--- src/rtl/seq_match_ctrl_pkg.sv ---
// Shared types and constants for the serial pattern-match controller.
package seq_match_ctrl_pkg;

  typedef enum logic {IDLE = 1'b0, SHIFT = 1'b1} state_t;

  localparam int              MAX_LEN     = 5;
  localparam int              CNT_W       = 8;
  localparam logic [MAX_LEN-1:0] DEF_PATTERN = 5'b10010;
  localparam logic [2:0]      DEF_LEN     = 3'd5;

  // Active match configuration; len is always normalized to 1..MAX_LEN.
  typedef struct packed {
    logic [MAX_LEN-1:0] pattern;
    logic [2:0]         len;
  } match_cfg_t;

  // Out-of-range lengths fall back to the full history width.
  function automatic logic [2:0] norm_len(input logic [2:0] l);
    return (l == 3'd0 || l > 3'(MAX_LEN)) ? 3'(MAX_LEN) : l;
  endfunction

endpackage

--- src/rtl/seq_match_ctrl_if.sv ---
// Byte, configuration and status signals of the pattern-match controller.
interface seq_match_ctrl_if;
  import seq_match_ctrl_pkg::*;

  logic             cfg_we;
  logic [4:0]       cfg_pattern;
  logic [2:0]       cfg_len;
  logic [7:0]       cfg_thresh;
  logic             in_valid;
  logic [7:0]       in_data;
  logic             in_ready;
  logic             hit;
  logic [CNT_W-1:0] hit_count;
  logic             irq;
  logic             irq_clr;
  logic             busy;

  modport master (
    output cfg_we, cfg_pattern, cfg_len, cfg_thresh, in_valid, in_data, irq_clr,
    input  in_ready, hit, hit_count, irq, busy
  );

  modport slave (
    input  cfg_we, cfg_pattern, cfg_len, cfg_thresh, in_valid, in_data, irq_clr,
    output in_ready, hit, hit_count, irq, busy
  );
endinterface

--- src/rtl/seq_bit_matcher.sv ---
// Bit history, fill tracking and registered pattern compare.
module seq_bit_matcher
  import seq_match_ctrl_pkg::*;
(
  input  logic       clk,
  input  logic       rst,
  input  logic       bit_valid,
  input  logic       data_bit,
  input  match_cfg_t cfg,
  input  logic       clear,
  output logic       hit
);

  logic [MAX_LEN-1:0] hist, hist_nx, mask;
  logic [2:0]         fill, fill_nx;
  logic               match;

  // Compare against the history as it will look after this bit lands.
  always_comb begin
    hist_nx = MAX_LEN'({hist, data_bit});
    fill_nx = (fill == 3'(MAX_LEN)) ? fill : fill + 3'd1;
    mask    = MAX_LEN'((6'd1 << cfg.len) - 6'd1);
    match   = (fill_nx >= cfg.len) && (((hist_nx ^ cfg.pattern) & mask) == '0);
  end

  // History persists across bytes; only a config write or reset clears it.
  always_ff @(posedge clk or negedge rst) begin
    if (!rst) begin
      hist <= '0;
      fill <= '0;
      hit  <= 1'b0;
    end else if (clear) begin
      hist <= '0;
      fill <= '0;
      hit  <= 1'b0;
    end else if (bit_valid) begin
      hist <= hist_nx;
      fill <= fill_nx;
      hit  <= match;
    end else begin
      hit  <= 1'b0;
    end
  end

endmodule

--- src/rtl/seq_match_ctrl.sv ---
// Byte serializer feeding a sliding bit-pattern matcher, with hit counter and irq.
module seq_match_ctrl
  import seq_match_ctrl_pkg::*;
(
  input  logic            clk,
  input  logic            rst,
  seq_match_ctrl_if.slave bus
);

  state_t           state, state_nx;
  logic [7:0]       data_q;
  logic [2:0]       idx;
  match_cfg_t       cfg_q;
  logic [7:0]       thresh_q;
  logic [CNT_W-1:0] cnt, cnt_inc, cnt_nx;
  logic             irq_q, irq_nx;
  logic             ready, busy_w, accept, cfg_take, hit;

  assign accept   = bus.in_valid && (state == IDLE);
  assign cfg_take = bus.cfg_we   && (state == IDLE);

  // FSM state register.
  always_ff @(posedge clk or negedge rst) begin
    if (!rst) state <= IDLE;
    else      state <= state_nx;
  end

  // Next state and handshake outputs.
  always_comb begin
    state_nx = state;
    ready    = 1'b0;
    busy_w   = 1'b0;
    case (state)
      IDLE: begin
        ready = 1'b1;
        if (bus.in_valid) state_nx = SHIFT;
      end
      SHIFT: begin
        busy_w = 1'b1;
        if (idx == 3'd0) state_nx = IDLE;
      end
      default: state_nx = IDLE;
    endcase
  end

  // Byte capture and MSB-first bit index.
  always_ff @(posedge clk or negedge rst) begin
    if (!rst) begin
      data_q <= '0;
      idx    <= '0;
    end else if (accept) begin
      data_q <= bus.in_data;
      idx    <= 3'd7;
    end else if (state == SHIFT && idx != 3'd0) begin
      idx    <= idx - 3'd1;
    end
  end

  // Configuration is only taken between bytes.
  always_ff @(posedge clk or negedge rst) begin
    if (!rst) begin
      cfg_q.pattern <= DEF_PATTERN;
      cfg_q.len     <= DEF_LEN;
      thresh_q      <= '0;
    end else if (cfg_take) begin
      cfg_q.pattern <= bus.cfg_pattern;
      cfg_q.len     <= norm_len(bus.cfg_len);
      thresh_q      <= bus.cfg_thresh;
    end
  end

  seq_bit_matcher u_match (
    .clk       (clk),
    .rst       (rst),
    .bit_valid (state == SHIFT),
    .data_bit  (data_q[idx]),
    .cfg       (cfg_q),
    .clear     (cfg_take),
    .hit       (hit)
  );

  // Saturating count; irq_clr restarts the count but still counts a coincident hit.
  always_comb begin
    cnt_inc = (cnt == '1) ? cnt : cnt + 1'b1;
    cnt_nx  = bus.irq_clr ? CNT_W'(hit) : (hit ? cnt_inc : cnt);
    irq_nx  = (bus.irq_clr ? 1'b0 : irq_q) |
              (hit && thresh_q != '0 && cnt_nx == thresh_q);
  end

  // Counter and interrupt registers.
  always_ff @(posedge clk or negedge rst) begin
    if (!rst) begin
      cnt   <= '0;
      irq_q <= 1'b0;
    end else begin
      cnt   <= cnt_nx;
      irq_q <= irq_nx;
    end
  end

  assign bus.in_ready  = ready;
  assign bus.busy      = busy_w;
  assign bus.hit       = hit;
  assign bus.hit_count = cnt;
  assign bus.irq       = irq_q;

endmodule

--- src/flat_wrapper.sv ---
// flat-port wrapper written by rule: the top's interface ports become plain ports
module seq_match_ctrl_flat import seq_match_ctrl_pkg::*;
  (clk, rst, bus_cfg_we, bus_cfg_pattern, bus_cfg_len, bus_cfg_thresh, bus_in_valid, bus_in_data, bus_irq_clr, bus_in_ready, bus_hit, bus_hit_count, bus_irq, bus_busy);
  seq_match_ctrl_if bus_i ();
  input  logic clk;
  input  logic rst;
  input wire logic [$bits(bus_i.cfg_we)-1:0] bus_cfg_we;
  input wire logic [$bits(bus_i.cfg_pattern)-1:0] bus_cfg_pattern;
  input wire logic [$bits(bus_i.cfg_len)-1:0] bus_cfg_len;
  input wire logic [$bits(bus_i.cfg_thresh)-1:0] bus_cfg_thresh;
  input wire logic [$bits(bus_i.in_valid)-1:0] bus_in_valid;
  input wire logic [$bits(bus_i.in_data)-1:0] bus_in_data;
  input wire logic [$bits(bus_i.irq_clr)-1:0] bus_irq_clr;
  output wire logic [$bits(bus_i.in_ready)-1:0] bus_in_ready;
  output wire logic [$bits(bus_i.hit)-1:0] bus_hit;
  output wire logic [$bits(bus_i.hit_count)-1:0] bus_hit_count;
  output wire logic [$bits(bus_i.irq)-1:0] bus_irq;
  output wire logic [$bits(bus_i.busy)-1:0] bus_busy;
  assign bus_i.cfg_we = bus_cfg_we;
  assign bus_i.cfg_pattern = bus_cfg_pattern;
  assign bus_i.cfg_len = bus_cfg_len;
  assign bus_i.cfg_thresh = bus_cfg_thresh;
  assign bus_i.in_valid = bus_in_valid;
  assign bus_i.in_data = bus_in_data;
  assign bus_i.irq_clr = bus_irq_clr;
  assign bus_in_ready = bus_i.in_ready;
  assign bus_hit = bus_i.hit;
  assign bus_hit_count = bus_i.hit_count;
  assign bus_irq = bus_i.irq;
  assign bus_busy = bus_i.busy;
  seq_match_ctrl u_core (.clk(clk), .rst(rst), .bus(bus_i));
endmodule
--- config.mk ---
export PLATFORM = sky130hd
export DESIGN_NAME = seq_match_ctrl_flat
export DESIGN_NICKNAME = d
export VERILOG_FILES = /design/src/rtl/seq_match_ctrl_pkg.sv /design/src/rtl/seq_match_ctrl_if.sv /design/src/rtl/seq_bit_matcher.sv /design/src/rtl/seq_match_ctrl.sv /design/src/flat_wrapper.sv
export SDC_FILE = /design/constraint.sdc
export NUM_CORES = 1
export LEC_CHECK = 0
export ABC_CLOCK_PERIOD_IN_PS = 5600
export BUFFER_PORTS_ARGS = -buffer_cell sky130_fd_sc_hd__buf_2
export CAP_MARGIN = 20
export CORE_MARGIN = 2
export CORE_UTILIZATION = 50
export DETAILED_ROUTE_END_ITERATION = 7
export PLACE_DENSITY = 0.76
export SYNTH_ARGS = -nofsm -noshare
export SYNTH_HDL_FRONTEND = slang
export SYNTH_SLANG_ARGS = --single-unit
export TNS_END_PERCENT = 20
--- constraint.sdc ---
create_clock -name clk -period 5.6 [get_ports clk]
set_clock_uncertainty 0.2 [all_clocks]
set_input_delay 1.12 -clock clk [delete_from_list [all_inputs] [get_ports clk]]
set_output_delay 1.12 -clock clk [all_outputs]
set_load 0.01 [all_outputs]
Word-level counts from Yosys, hierarchy flattened. Cells that the tools add are included.

Word-level logic and storage cells: 61. Output and inout bits: 12. Input bits: 29. Register bits: 45.

Bitwise operators: 4. Order comparisons: 3. $add $sub $neg: 4. Mux-type cells: 21. Reductions and logical operators: 14. Shift operators: 1. Eq/ne operators: 3.

Operator list (number): 8-bit 2-to-1 mux (3); 3-bit 2-to-1 mux (6); 8-bit by 1-bit adder with 8-bit output (second input constant) (1); 8-bit == test (1); 8-bit == test (second input constant) (1); 1-bit 2-to-1 mux (8); 4-bit 2-to-1 mux (2); 8-bit nonzero test (1); 1-bit logical AND (6); 3-bit logical NOT (2); 5-bit bitwise AND (1); 5-bit logical NOT (1); 1-bit by 3-bit left shift with 5-bit output (first input constant) (1); 5-bit by 1-bit subtractor with 5-bit output (second input constant) (1); 5-bit XOR (1); 3-bit by 4-bit < comparator with 1-bit output (second input constant) (1); 2-bit nonzero test (2); 3-bit by 1-bit adder with 3-bit output (second input constant) (1); 1-bit binary-select mux with 3-bit select (1); 3-bit == test (second input constant) (1); 3-bit greater-or-equal comparator (1); 3-bit > comparator (second input constant) (1); 3-bit nonzero test (1); 3-bit by 1-bit subtractor with 3-bit output (second input constant) (1); 4 further kinds (4).

Depth between registers and ports, before layout. Gate-level depths: netlist of run 1.

Depth after elaboration: 8. Mapped depth: 9.

By module. From an unflattened synthesis of run 1, not the netlist that was laid out.

Cell total of the unflattened synthesis: 218. Area, all modules: 2384.8 um2.

By module, submodules not included: seq_match_ctrl (times used 1, area an instance 1841.8 um2, cells each 161); seq_bit_matcher (times used 1, area an instance 543.0 um2, cells each 57).

Least setup slack after synthesis of run 1. OpenSTA, ideal clock, no wires.

Path kind: input to register. From: input port bus_cfg_we. To: register u_core.cfg_q[3] (netlist name). Setup slack: 3259 ps. Data arrival time: 2016 ps. Setup time: 125 ps. Required time: 5275 ps. Buffers on the path: 1. Stages on the path: 3. Cell sequence: nor2b_1 buf_1 mux2_2.

Word-level cells in the longest chain between the ends: 1.

RTL lines: start, declared (line flat_wrapper.sv:7) `input wire logic [$bits(bus_i.cfg_we)-1:0] bus_cfg_we;`; 1-bit logical AND (line seq_match_ctrl.sv:20) `assign cfg_take = bus.cfg_we && (state == IDLE);`; end, declared (line seq_match_ctrl.sv:13) `match_cfg_t cfg_q;`.

Every way passes these cells. A chain may end at the register's enable or synchronous reset.

Worst setup path after layout of run 1.
From: register u_core.state. To: output port bus_in_ready.

Word-level cells in the longest chain between the ends: 1.

RTL lines: start, declared (line seq_match_ctrl.sv:10) `state_t state, state_nx;`; start signal, assigned (line seq_match_ctrl.sv:25) `else state <= state_nx;`; 1-bit 2-to-1 mux (line seq_match_ctrl.sv:33) `case (state)`; end, declared (line flat_wrapper.sv:14) `output wire logic [$bits(bus_i.in_ready)-1:0] bus_in_ready;`.

Every way passes these cells.

==> impl_metrics.yaml, run 1 <==
grt:
  antenna_found_initial: 0
  groute.layer.met2.usage_pct: 31.13
  overflow: 0
  grt_busiest_layer: "met2"
  met3_usage_pct: 5.110
  grt_pass1_vias: 1772
  grt_max_degree: 46
  grt_first_pass_wirelength_um: 8086
  met1_usage_pct: 26.06
  track_usage_pct: 19.75
power_and_ir_drop:
  ir_worst_vdd_mv: 0.2729
  powerDensity_mw_per_mm2: 502.3
  p_leak_nw: 1.234
finish:
  multiInputGateArea_mm2: 0.001187
  drive_above_1_share_pct: 31.42
  utilization_pct: 58.93
  fin_cells: 315
  fin_nets: 298
  final_area_mm2: 0.002746
  synthToLayoutAreaGrowth_pct: 14.68
  diodes: 0
  regArea_mm2: 0.001131
  fillers: 386
setup_path:
  rrSetupSlack_ps: 3300
  arrival_ps: 1300
  crit_fanout: 17
  start_kind: "flip-flop"
  reg2reg_to: "u_core.bus.irq"
  worstSetupEndpointType: "primary output"
  cp.required_ps: 4280
  worstSetupEndpoint: "bus_in_ready"
  crit_type: "flip-flop to primary output"
  r2r_start: "u_core.bus.hit_count[0]"
  ff2ff_path_depth: 7
  startpoint: "u_core.state"
sta:
  tightest_slew_ps: 969.5
  finalSetupViolations: 0
  setup_tns_ps: 0
  grt_setup_unrepaired: "no"
  slew_headroom_pct: 35.37
  period_needed_ps: 2622
  fmax_ghz: 0.3814
  hold_viol: 0
  drv_slew: 0
  period_share_pct: 46.82
synthesis:
  synth-simple-area-share_pct: 12.59
  yosys_warnings: 0
  synthesis.nets: 257
  netlist_instances: 219
  yosys.cell_types.count: 47
  synth_top_area_share_pct: 42.84
  synth_top_family_by_area: "compound AO/OA/AOI/OAI gates"
  synthTopCellsByArea: "dfrtp_1 43%, mux2_2 9.9%, ha_1 4.7%, dfstp_2 4.4%, xnor2_1 3.3%"
  synth_compound_area_share_pct: 14.73
  synth_top_area_cell: "dfrtp_1"
  yosys_most_used_dff: "dfrtp_1"
  mappedNetlistArea_mm2: 0.002395
  avgSynthCellArea_um2: 10.94
  synth_adder_area_share_pct: 4.702
  yosys.area_share.xor_xnor_pct: 4.389
  synth-async-reset-ratio_pct: 100.0
  ys_seq_area_share_pct: 47.23
  synth_edf_count: 0
  synth.area.mux_share_pct: 13.17
  ys_ff_latch: 45
  yosysMostFrequentCell: "dfrtp_1"
  synth_commonest_cells: "41 x dfrtp_1, 21 x mux2_2, 17 x nor2_1"
clocking:
  insertion_delay_ps: 290
  clk_path_buf_depth: 2
  postCtsHoldBufs: 0
  post-cts-setup-buffers: 0
  cts_tree: "yes"
  numCtsBuffers: 5
  h-tree-depth: 2
  clock_sinks: 45
  cts.clk_slew.worst_paths_ps: 80
  cts_resized: 0
  clock-root-buffer: "clkbuf_8"
status:
  status: "finished, final reports clean"
floorplanning:
  dieHeight_um: 73.21
  initial_utilization_pct: 51.38
  die_w_um: 73.21
  die-area_mm2: 0.005359
  rows: 25
  core-area_mm2: 0.004661
  num_io_pins: 41
routing:
  drtPass1Iterations: 4
  viasPerCell: 5.705
  remaining_drc_errors: 0
  via_count: 1797
  finalWirelength_um: 4714
  ant_nets: 0
  drt_iter0_drc: 192
  wl_per_cell_um: 14.97
placed_design:
  gp_congestion: 0.8804
  hpwl_um: 3428
  portBuffers: 40
  dpl.cell_count: 307
  place_area_mm2: 0.002635
hold_path:
  whs_path_depth: 1
  hp-class: "flip-flop to flip-flop"
run:
  drv_cap: 0
## cell families (layout without fill, tap and decap cells)
| group | after synthesis | count (layout) |
|---|---|---|
| AOI/OAI and AO/OA | 49 | 49 |
| xor gates and xnor gates | 12 | 12 |
| adders and majority gates | 9 | 9 |
| buffers and inverters | 18 | 60 |
| DFF | 45 | 45 |
| muxes | 26 | 26 |
| and+or+nand+nor | 60 | 60 |
## metrics by stage
stage | setup WS, ps | hold slack, ps | total power, W
after floorplan | 3259 | 275.2 | 0.001003
after global placement | 3015 | 285.2 | 0.001111
after detailed placement | 2986 | 300.0 | 0.001143
after CTS | 2970 | 320.4 | 0.001392
after global routing | 2882 | 344.5 | 0.001496
final | 2978 | 317.9 | 0.001379
## state kept, by name, summed over array words and instances (netlist names)
| name | count |
|---|---|
| u_core.state | 1 |
| u_core.u_match.hist | 4 |
| u_core.bus.hit_count | 8 |
| u_core.u_match.fill | 3 |
| u_core.u_match.hit | 1 |
| u_core.data_q | 8 |
| u_core.idx | 3 |
| u_core.bus.irq | 1 |
| u_core.thresh_q | 8 |
| u_core.cfg_q | 8 |
## critical path: stages, from the launching register on
cell and delay (ps):
dfrtp_1 690, inv_1 150, buf_2 170
## cells in the final DEF, fill, tap and decap left out, types with 3 or more instances in the layout
cell / instances
dfstp_2: 4
a22oi_1: 4
xor2_1: 3
nand2_1: 13
a22o_1: 5
ha_1: 9
nor2b_1: 6
or3_1: 3
clkbuf_8: 5
a21oi_1: 7
nor3_1: 3
nand3_1: 8
buf_2: 40
dfrtp_1: 41
o21ai_0: 13
nor2_1: 17
xnor2_1: 9
inv_1: 11
mux2_2: 21
## worst min-delay path by stage
stage                      from                to
3_5_place_dp   u_core.data_q[4]  u_core.data_q[4]
4_1_cts        u_core.data_q[4]  u_core.data_q[4]
5_1_grt        u_core.data_q[4]  u_core.data_q[4]
6_report       u_core.data_q[4]  u_core.data_q[4]
3_3_place_gp   u_core.data_q[6]  u_core.data_q[6]
2_1_floorplan  u_core.data_q[2]  u_core.data_q[2]
## metal layers
layer  vias to the layer above  routed length, µm
met1                       863               2140
met4                         0                 71
met5                         -                  0
met3                         7                266
met2                        50               2236
li1                        877                  -
## cell type report
cell class | count | share of cell area [%]
Multi-Input combinational cell | 156 | 43.23
Timing Repair Buffer | 41 | 7.563
Clock buffer | 6 | 2.642
Tap cell | 54 | 2.460
Inverter | 11 | 1.503
Sequential cell | 45 | 41.18
Clock inverter | 2 | 1.412
## power by group
part	leakage (nW)	internal [W]	switching (W)	total, W
clock	0.0558	0.000135	0.000109	0.000244
sequential	0.550	0.000469	0.000131	0.000599
combinational	0.628	0.000292	0.000244	0.000536
Note: power is estimated with default switching activity, not from simulation.
==> inputs of run 2 (changes only) <==
ABC_CLOCK_PERIOD_IN_PS = 2700   (was 5600)
clock period = 2.7 ns   (was 5.6 ns; I/O delays follow)
==> run 2 against run 1 <==
Against the previous run:
- global-route usage shrank 0.92 points
- final cell count grew 0.32%
- first-iteration DRC count shrank 14%
- die area is the same
- setup slack lost 2500 ps
- clock-buffer cell count is the same
- critical endpoint is now u_core.bus.irq
- highest routed layer unchanged
==> impl_metrics.yaml, run 2 (synthesized netlist as in run 1, its figures left out) <==
power_and_ir_drop:
  p_leak_nw: 1.232
  powerDensity_mw_per_mm2: 1005
  ir_worst_vdd_mv: 0.5662
clocking:
  clock-root-buffer: "clkbuf_8"
  clock_sinks: 45
  numCtsBuffers: 5
  h-tree-depth: 2
  cts_tree: "yes"
  post-cts-setup-buffers: 0
  insertion_delay_ps: 300
  clk_path_buf_depth: 2
  cts.clk_slew.worst_paths_ps: 80
  postCtsHoldBufs: 0
  cts_resized: 0
setup_path:
  startpoint: "u_core.bus.hit_count[0]"
  r2r_start: "u_core.bus.hit_count[0]"
  reg2reg_to: "u_core.bus.irq"
  critical-path-max-stage-delay_ps: 440
  crit_buf_inv: 0
  crit_fanout: 6
  cp.required_ps: 2720
  cp.depth: 7
  start_kind: "flip-flop"
  crit_type: "flip-flop to flip-flop"
  crit_chain: "ha_1, nand4_2, o21ai_0, o41ai_2, mux2_2, nand4_1, o32ai_2"
  arrival_ps: 2220
  worstSetupEndpoint: "u_core.bus.irq"
  worstSetupEndpointType: "flip-flop"
  cp_slowest_cell: "dfrtp_1"
  cp_top_family: "compound AO/OA/AOI/OAI gates"
  rrSetupSlack_ps: 500
  ff2ff_path_depth: 7
finish:
  synthToLayoutAreaGrowth_pct: 14.32
  fin_nets: 299
  drive_above_1_share_pct: 31.68
  final_common_cell: "dfrtp_1"
  layout_common_cells: "41 x dfrtp_1, 40 x buf_2, 21 x mux2_2, 17 x nor2_1"
  regArea_mm2: 0.001131
  final_area_mm2: 0.002738
  diodes: 0
  multiInputGateArea_mm2: 0.001187
  fillers: 405
floorplanning:
  die_w_um: 73.21
  die-area_mm2: 0.005359
  dieHeight_um: 73.21
  num_io_pins: 41
  initial_utilization_pct: 51.38
  core-area_mm2: 0.004661
  rows: 25
sta:
  slew_headroom_pct: 54.70
  period_share_pct: 81.62
  fmax_ghz: 0.4538
  drv_slew: 0
  hold_viol: 0
  grt_setup_unrepaired: "no"
  setup_tns_ps: 0
  tightest_slew_ps: 678.2
  period_needed_ps: 2204
  finalSetupViolations: 0
grt:
  grt_pass1_vias: 1733
  track_usage_pct: 18.83
  grt_first_pass_wirelength_um: 7721
  grt_max_degree: 24
  antenna_found_initial: 0
  overflow: 0
routing:
  viasPerCell: 5.674
  remaining_drc_errors: 0
  drtPass1Iterations: 4
  ant_nets: 0
  finalWirelength_um: 4577
  drt_iter0_drc: 165
  wl_per_cell_um: 14.48
  via_count: 1793
placed_design:
  place_area_mm2: 0.002655
  hpwl_um: 3453
  gp_congestion: 0.8677
  portBuffers: 40
status:
  status: "finished, final reports clean"
run:
  drv_cap: 0
hold_path:
  hp-class: "input pin to async pin"
==> run 2: changes by cell type in the layout (fill, tap and decap cells not counted), sizes merged <==
cell,before,now
inv,12,11
bufinv,1,0
clkinv,0,2
buf,41,42
==> run 2: routing by layer <==
layer | part of all wire [%] | global-route usage [%]
met2 | 46 | 29.53
met1 | 47 | 25.23
met4 | 1.8 | 8.025
met3 | 5.1 | 4.144
met5 | 0 | 0
==> run 2: cell type report <==
class | count | share of cell area [%]
Tap cell | 54 | 2.468
Multi-Input combinational cell | 156 | 43.37
Clock buffer | 6 | 2.651
Clock inverter | 2 | 0.3656
Timing Repair Buffer | 42 | 8.318
Inverter | 11 | 1.508
Sequential cell | 45 | 41.32
==> run 2: how the worst min path moves through the flow <==
stage | startpoint | to | slack [ps]
after floorplan | rst | u_core.bus.hit_count[0] | 40
after global placement | u_core.data_q[6] | u_core.data_q[6] | 280
after detailed placement | u_core.data_q[4] | u_core.data_q[4] | 300
after CTS | rst | u_core.bus.hit_count[4] | 30
after global routing | rst | u_core.bus.hit_count[4] | 50
final | rst | u_core.bus.hit_count[4] | 6
==> run 2: power breakdown <==
| group | total (W) | internal [W] | switching, W |
|---|---|---|---|
| sequential | 0.00124 | 0.000972 | 0.000264 |
| combinational | 0.00111 | 0.000610 | 0.000505 |
| clock | 0.000399 | 0.000179 | 0.000220 |
| total | 0.00275 | 0.00176 | 0.000989 |
==> run 2: per-stage QoR <==
step	setup slack, ps	hold slack, ps	util (%)	total power (W)	cells
after floorplan	650.1	44.41	-	0.002080	219
after global placement	590.7	284.9	56.97	0.002313	308
after detailed placement	506.9	295.3	56.97	0.002365	308
after CTS	502.7	25.51	58.74	0.002773	316
after global routing	354.8	47.77	58.74	0.002976	316
final	496.3	6.166	58.74	0.002750	316
